<file path="src/rtl/hazard_pkg.sv">
// Shared types and constants for the pipeline hazard controller.
package hazard_pkg;

  typedef enum logic [1:0] {
    RUN      = 2'd0,
    LU_STALL = 2'd1,
    MEM_WAIT = 2'd2
  } state_t;

  // Pipeline control bundle, MSB first in the order listed.
  typedef struct packed {
    logic pc_we;
    logic ifid_we;
    logic idex_we;
    logic exmem_we;
    logic ifid_flush;
    logic idex_bubble;
    logic memwb_bubble;
  } ctrl_t;

  // NOP control: nothing advances, every stage boundary is loaded with a NOP.
  localparam ctrl_t CTRL_NOP = ctrl_t'(7'b0000_111);
  // Free-running pipeline.
  localparam ctrl_t CTRL_RUN = ctrl_t'(7'b1111_000);
  // Load-use bubble: hold PC and IF/ID, push a bubble into ID/EX, let EX drain.
  localparam ctrl_t CTRL_LU  = ctrl_t'(7'b0011_010);
  // Data memory busy: freeze everything, keep WB fed with NOPs.
  localparam ctrl_t CTRL_MW  = ctrl_t'(7'b0000_001);
  // Redirect: fetch the new target, squash the two wrong-path instructions.
  localparam ctrl_t CTRL_RED = ctrl_t'(7'b1111_110);

  localparam logic [4:0] REG_X0 = 5'd0;

endpackage

</file>
<file path="src/rtl/pipeline_hazard_ctrl_perf_cnt.sv">
// Stall/flush performance counters and data-memory watchdog.
module hazard_perf_cnt #(
  parameter int CNT_W       = 32,
  parameter int MEM_TIMEOUT = 255
) (
  input  logic             clk,
  input  logic             rst,
  input  logic             stall_inc,
  input  logic             flush_inc,
  input  logic             mem_wait,
  output logic [CNT_W-1:0] stall_cycles,
  output logic [CNT_W-1:0] flush_count,
  output logic             mem_err
);

  localparam int WD_W = (MEM_TIMEOUT > 1) ? $clog2(MEM_TIMEOUT + 1) : 1;
  localparam logic [WD_W-1:0] WD_MAX  = WD_W'(MEM_TIMEOUT);
  localparam logic [WD_W-1:0] WD_LAST = WD_W'(MEM_TIMEOUT - 1);
  localparam bit WD_EN = (MEM_TIMEOUT != 0);

  logic [WD_W-1:0] wd_cnt;

  // Wrap-around event counters.
  always_ff @(posedge clk) begin
    if (rst) begin
      stall_cycles <= '0;
      flush_count  <= '0;
    end else begin
      stall_cycles <= stall_cycles + CNT_W'(stall_inc);
      flush_count  <= flush_count + CNT_W'(flush_inc);
    end
  end

  // Consecutive-wait watchdog; the count saturates so a long hang cannot wrap.
  always_ff @(posedge clk) begin
    if (rst) begin
      wd_cnt  <= '0;
      mem_err <= 1'b0;
    end else begin
      if (!mem_wait) begin
        wd_cnt <= '0;
      end else if (wd_cnt != WD_MAX) begin
        wd_cnt <= wd_cnt + 1'b1;
      end
      if (WD_EN && mem_wait && (wd_cnt == WD_LAST)) begin
        mem_err <= 1'b1;
      end
    end
  end

endmodule

</file>
<file path="src/rtl/pipeline_hazard_ctrl.sv">
// Stall/flush sequencer for the 5-stage pipeline.
//   state    | meaning
//   RUN      | pipeline flowing, load-use check active
//   LU_STALL | extra load-use bubble cycles still owed (lu_cnt remaining)
//   MEM_WAIT | data memory busy, whole pipeline frozen, lu_cnt held
module pipeline_hazard_ctrl
  import hazard_pkg::*;
#(
  parameter int LOAD_USE_STALL = 1,
  parameter int MEM_TIMEOUT    = 255,
  parameter int CNT_W          = 32
) (
  input  logic             clk,
  input  logic             rst,
  input  logic [4:0]       id_rs1,
  input  logic [4:0]       id_rs2,
  input  logic             id_use_rs1,
  input  logic             id_use_rs2,
  input  logic [4:0]       ex_rd,
  input  logic             ex_regwrite,
  input  logic             ex_memtoreg,
  input  logic             ex_redirect,
  input  logic             mem_req,
  input  logic             mem_ready,
  output logic             pc_we,
  output logic             ifid_we,
  output logic             idex_we,
  output logic             exmem_we,
  output logic             ifid_flush,
  output logic             idex_bubble,
  output logic             memwb_bubble,
  output logic             mem_err,
  output logic [CNT_W-1:0] stall_cycles,
  output logic [CNT_W-1:0] flush_count
);

  // Remaining LU_STALL cycles after the hit cycle itself.
  localparam logic [1:0] LU_LOAD = 2'(LOAD_USE_STALL - 1);

  state_t     state, state_nx;
  logic [1:0] lu_cnt, lu_cnt_nx;
  ctrl_t      ctrl;
  logic       lu_hit, mw, flush_inc;

  assign lu_hit = ex_regwrite & ex_memtoreg & (ex_rd != REG_X0) &
                  ((id_use_rs1 & (ex_rd == id_rs1)) | (id_use_rs2 & (ex_rd == id_rs2)));
  assign mw        = mem_req & ~mem_ready;
  assign flush_inc = ~rst & ~mw & ex_redirect;

  // State and stall-count registers.
  always_ff @(posedge clk) begin
    if (rst) begin
      state  <= RUN;
      lu_cnt <= '0;
    end else begin
      state  <= state_nx;
      lu_cnt <= lu_cnt_nx;
    end
  end

  // Next-state and control decode; priority is memory wait, redirect, load-use.
  always_comb begin
    ctrl      = CTRL_RUN;
    state_nx  = state;
    lu_cnt_nx = lu_cnt;
    if (rst) begin
      ctrl = CTRL_NOP;
    end else if (mw) begin
      ctrl     = CTRL_MW;
      state_nx = MEM_WAIT;
    end else if (ex_redirect) begin
      ctrl      = CTRL_RED;
      lu_cnt_nx = '0;
      state_nx  = RUN;
    end else if (state == LU_STALL) begin
      ctrl      = CTRL_LU;
      lu_cnt_nx = (lu_cnt == 2'd0) ? 2'd0 : lu_cnt - 2'd1;
      state_nx  = (lu_cnt > 2'd1) ? LU_STALL : RUN;
    end else if (lu_hit) begin
      ctrl      = CTRL_LU;
      lu_cnt_nx = LU_LOAD;
      state_nx  = (LU_LOAD != 2'd0) ? LU_STALL : RUN;
    end else begin
      // RUN, or the cycle MEM_WAIT completes: resume any frozen stall.
      state_nx = (lu_cnt != 2'd0) ? LU_STALL : RUN;
    end
  end

  assign pc_we        = ctrl.pc_we;
  assign ifid_we      = ctrl.ifid_we;
  assign idex_we      = ctrl.idex_we;
  assign exmem_we     = ctrl.exmem_we;
  assign ifid_flush   = ctrl.ifid_flush;
  assign idex_bubble  = ctrl.idex_bubble;
  assign memwb_bubble = ctrl.memwb_bubble;

  hazard_perf_cnt #(
    .CNT_W       (CNT_W),
    .MEM_TIMEOUT (MEM_TIMEOUT)
  ) u_perf (
    .clk          (clk),
    .rst          (rst),
    .stall_inc    (~ctrl.pc_we),
    .flush_inc    (flush_inc),
    .mem_wait     (mw),
    .stall_cycles (stall_cycles),
    .flush_count  (flush_count),
    .mem_err      (mem_err)
  );

endmodule

</file>
<file path="config.mk">
export PLATFORM = sky130hd
export DESIGN_NAME = pipeline_hazard_ctrl
export DESIGN_NICKNAME = d
export VERILOG_FILES = /design/src/rtl/hazard_pkg.sv /design/src/rtl/pipeline_hazard_ctrl_perf_cnt.sv /design/src/rtl/pipeline_hazard_ctrl.sv
export SDC_FILE = /design/constraint.sdc
export NUM_CORES = 1
export LEC_CHECK = 0
export ABC_AREA = 0
export BUFFER_PORTS_ARGS = -buffer_cell sky130_fd_sc_hd__clkbuf_2
export CAP_MARGIN = 20
export CORE_UTILIZATION = 29
export CTS_CLUSTER_SIZE = 14
export DETAILED_ROUTE_END_ITERATION = 8
export SYNTH_ARGS = -nofsm -noshare
export SYNTH_HDL_FRONTEND = slang
export SYNTH_SLANG_ARGS = --single-unit
</file>
<file path="constraint.sdc">
create_clock -name clk -period 4.1 [get_ports clk]
set_clock_uncertainty 0.2 [all_clocks]
set_input_delay 0.82 -clock clk [delete_from_list [all_inputs] [get_ports clk]]
set_output_delay 0.82 -clock clk [all_outputs]
set_load 0.01 [all_outputs]
</file>
==> summary.md <==
| Metric | Value |
|---|---|
| Commonest cells in the netlist | dfxtp_1, a21oi_1, or4_1 |
| Max_cap viols | 0 |
| DR vias/cell | between 5 and 6 |
| Multiplexer share of the synthesized area | less than 1% |
| Combinational share of power | about 4.5% |
| EDFF count, synth | 0 |
| Std cell rows | 41 |
| Async set-reset flop share out of synthesis | 0% |
| Register area | around 1500 um2 |
| DR iter-0 viols | 215 |
| RD Place Congestion | 0.7508 |
| # hold bufs at CTS | 0 |
| FF-to-FF Start | state[1]$_SDFF_PP0_ |
| Origin of the worst setup path | rst |
| Hold Fails Final Rpt | 0 |
| Startpoint types | primary input |
| Antenna Nets Post-Route | 0 |
| Wirelength per Cell | about 14 um |
| CTS sink count | a little under 80 |
| Initial Util | roughly 30% |
| Setup Fix Bufs, Post-CTS | 0 |
| Pin count of the biggest net entering global routing | between 70 and 80 |
| Synth Area in XOR/XNOR | 7.569% |
| Register area share after synthesis | between 40% and 50% |
| Clk buf depth | 2 |
| Share of power burned in registers | 45.7% |
| Core footprint | ~13000 um2 |
| Io pins | 96 |
| Chip Height | between 100 and 150 um |
| Max frequency | a little under 0.3 GHz |
| Die width | approximately 120 um |
| P_sw | between 0.0003 and 0.0004 W |
| CTS Buf Count | 9 |
| Switching Share | a little over a fifth |
| Share of cells above drive strength 1 | 21.42% |
| Worst Path Buf+Inv | 4 |
| Largest family of logic cells by synthesized area | simple AND/OR/NAND/NOR gates |
| Die area | 13630 um2 |
| Req. time, crit path | slightly above 3 ns |
| Post-synthesis adder-cell area fraction | under 10% |
| Drt first pass iters | 4 |
| Most common cell on crit path | clkbuf_2 |
| Total wire length | between 9 and 10 mm |
| Footprint of the multi-input gates | 2131 um2 |
| DR DRC count | 0 |
| Fin. max-slew vios | 0 |
| Unrepaired setup endpoints after global routing | false |
| Critical Path Fanout Max | 75 |
| Largest stage delay, worst path | roughly 0.62 ns |
| Post-Synth Simple-Gate Area | between 20% and 30% |
| CP delay by family, top | buffers and inverters |
| CP Depth | 7 |
| Htree depth | 3 |
| Post-synthesis compound-gate area fraction | 15.89% |
| GR Util All Layers | between 10% and 20% |
| Synth unique cells | 42 |
| Critical Path AT | between 2 and 2.5 ns |
| Worst-Margin Slew | slightly below 0.8 ns |
| Vias | roughly 3700 |
| Internal Power | between 0.001 and 0.0015 W |
| Count leader, synth | dfxtp_1 |
| First-pass GRT wire length | about 16 mm |
| Number of synthesis warnings | 0 |
| # nets final | approximately 560 |
| CTS Root Cell | clkbuf_16 |
| Tmin final | about 3.5 ns |
| Slew HR | ~48% |
| Power Density | approximately 350 nW/um2 |
| CP max stage cell | buf_4 |
| CTS tree | built |
| Crit path cell chain | clkbuf_2 > buf_4 > nand2b_1 > inv_1 > a21oi_1 > o41a_1 > clkbuf_2 |
| Area contributors post-synth | dfxtp_1, or4_1, a21oi_1 |
| Post-Syn Instances | 450 |
| Worst-path clk slew | roughly 0.05 ns |
| Clk_lat worst skew | 0.33 ns |
| Area Overhead vs Synth | 23.62% |
| Inst Count DP | 693 |
| Antenna violations before repair | 0 |
| Fill count | 1341 |
| Final setup violation count | 0 |
| WS Path Type | primary input to output port |
| Vias in the first global route | between 3000 and 4000 |
| Status | finished, final reports clean |
| Synth Register Bits | 77 |
| Maximum VDD drop | between 0.0002 and 0.0003 V |
| Leak | approximately 1.7 nW |
| GRT overflow | 0 |
| Synth top area share | approximately 40% |
| Post-CTS Resized | 0 |
| R2R Path End | u_perf.stall_cycles[16]$_SDFF_PP0_ |
| Netlist Area Pre-Place | around 3800 um2 |
| Worst setup endpoint | idex_bubble |
| FF-to-FF setup slack | about 1.5 ns |
| DPL Wire Length | 7.002 mm |
| Worst min path class | flip-flop to flip-flop |
| PortBufs | 95 |
| Total negative slack | 0 ns |
| Finished Layout Cells | between 700 and 800 |
| Largest area contributor in the netlist | dfxtp_1 |
| Clock power frac | 49.8% |
| R2R cell count | 9 |
| Top FF cell, synth | dfxtp_1 |
| # diodes | 0 |
| Syn_area_per_cell | between 8 and 9 um2 |
| Crit. End Element | output port |
| Syn nets | 480 |
| Fin crit share | between 80% and 90% |
[cells by family (layout without fill, tap and decap cells)]
group	Yosys count	in the layout
adders and majority gates	6	6
xor gates and xnor gates	33	33
AOI/OAI and AO/OA	100	100
muxes	3	3
DFF	77	77
and+or+nand+nor	196	196
buffers and inverters	35	122
[layout make-up]
class                   instances  share of cell area [%]
clock buffers                  13                   5.725
clock inverters                 3                  0.9011
inverters                      10                  0.7951
multi-input cells             338                   45.14
flip-flops and latches         77                   32.65
well taps                     172                   4.559
repair buffers                 96                   10.23
[worst register-to-register path: stages (launching register included)]
cell,delay [ns]
dfxtp_1,0.32
nand2b_1,0.16
o21ai_0,0.22
a21o_1,0.13
ha_1,0.19
ha_1,0.22
and2_1,0.28
nand3_1,0.22
or4_1,0.44
a21oi_1,0.14
[worst min-delay path by stage]
stage	start	endpoint	slack, ns	cells past startpoint
after floorplan	u_perf.wd_cnt[4]$_SDFFE_PP0P_	u_perf.wd_cnt[4]$_SDFFE_PP0P_	0.22	1
after global placement	u_perf.wd_cnt[4]$_SDFFE_PP0P_	u_perf.wd_cnt[4]$_SDFFE_PP0P_	0.24	1
after detailed placement	u_perf.wd_cnt[4]$_SDFFE_PP0P_	u_perf.wd_cnt[4]$_SDFFE_PP0P_	0.24	1
after CTS	u_perf.wd_cnt[4]$_SDFFE_PP0P_	u_perf.wd_cnt[4]$_SDFFE_PP0P_	0.26	1
after global routing	u_perf.wd_cnt[4]$_SDFFE_PP0P_	u_perf.wd_cnt[4]$_SDFFE_PP0P_	0.30	1
final	u_perf.wd_cnt[4]$_SDFFE_PP0P_	u_perf.wd_cnt[4]$_SDFFE_PP0P_	0.26	1
[power groups by stage]
stage	sequential, W	combinational [W]	clock (W)
3_5_place_dp	0.000774	0.0000766	0
4_1_cts	0.000758	0.0000770	0.000856
5_1_grt	0.000758	0.0000846	0.000889
2_1_floorplan	0.000775	0.0000433	0
3_3_place_gp	0.000774	0.0000750	0
6_report	0.000758	0.0000753	0.000827
[through the flow]
step                utilization, %  setup WS, ns  total power (W)  cell area, um2  hold slack [ns]
global placement             34.65        0.5104        0.0008493            4408           0.2430
finish                       37.11        0.6380         0.001660            4721           0.2588
CTS                          37.11        0.5746         0.001691            4721           0.2582
global route                 37.11        0.4561         0.001732            4721           0.2995
floorplan                        -        0.8026        0.0008182            3819           0.2238
detailed placement           34.65        0.4587        0.0008511            4408           0.2439
[flip-flops by register name, summed over array words and instances (netlist names)]
register,count
lu_cnt,2
state,2
u_perf.flush_count,32
u_perf.mem_err,1
u_perf.stall_cycles,32
u_perf.wd_cnt,8
[routing by layer]
layer | GRT usage (%) | share of wire [%]
met4 | 4.557 | 1.1
met2 | 24.30 | 46
met5 | 0 | 0
met1 | 19.40 | 48
met3 | 4.100 | 5.1
[cells in the final DEF, fill, tap and decap left out, drive strengths merged, types with 2 or more instances in the layout]
cell type / instances
nor3: 5
clkbuf: 108
a21oi: 44
nand2: 28
nor2b: 10
a21o: 2
nor4: 3
and3: 9
or3: 11
and2: 7
o31ai: 27
o211ai: 2
or4: 33
nand4: 20
xnor2: 17
xor2: 16
nand2b: 4
nor2: 29
o21ai: 14
inv: 10
mux2: 3
and4: 8
ha: 6
nand3: 23
dfxtp: 77
nor3b: 2
a31oi: 5
Power figures use the tool's default switching activity.
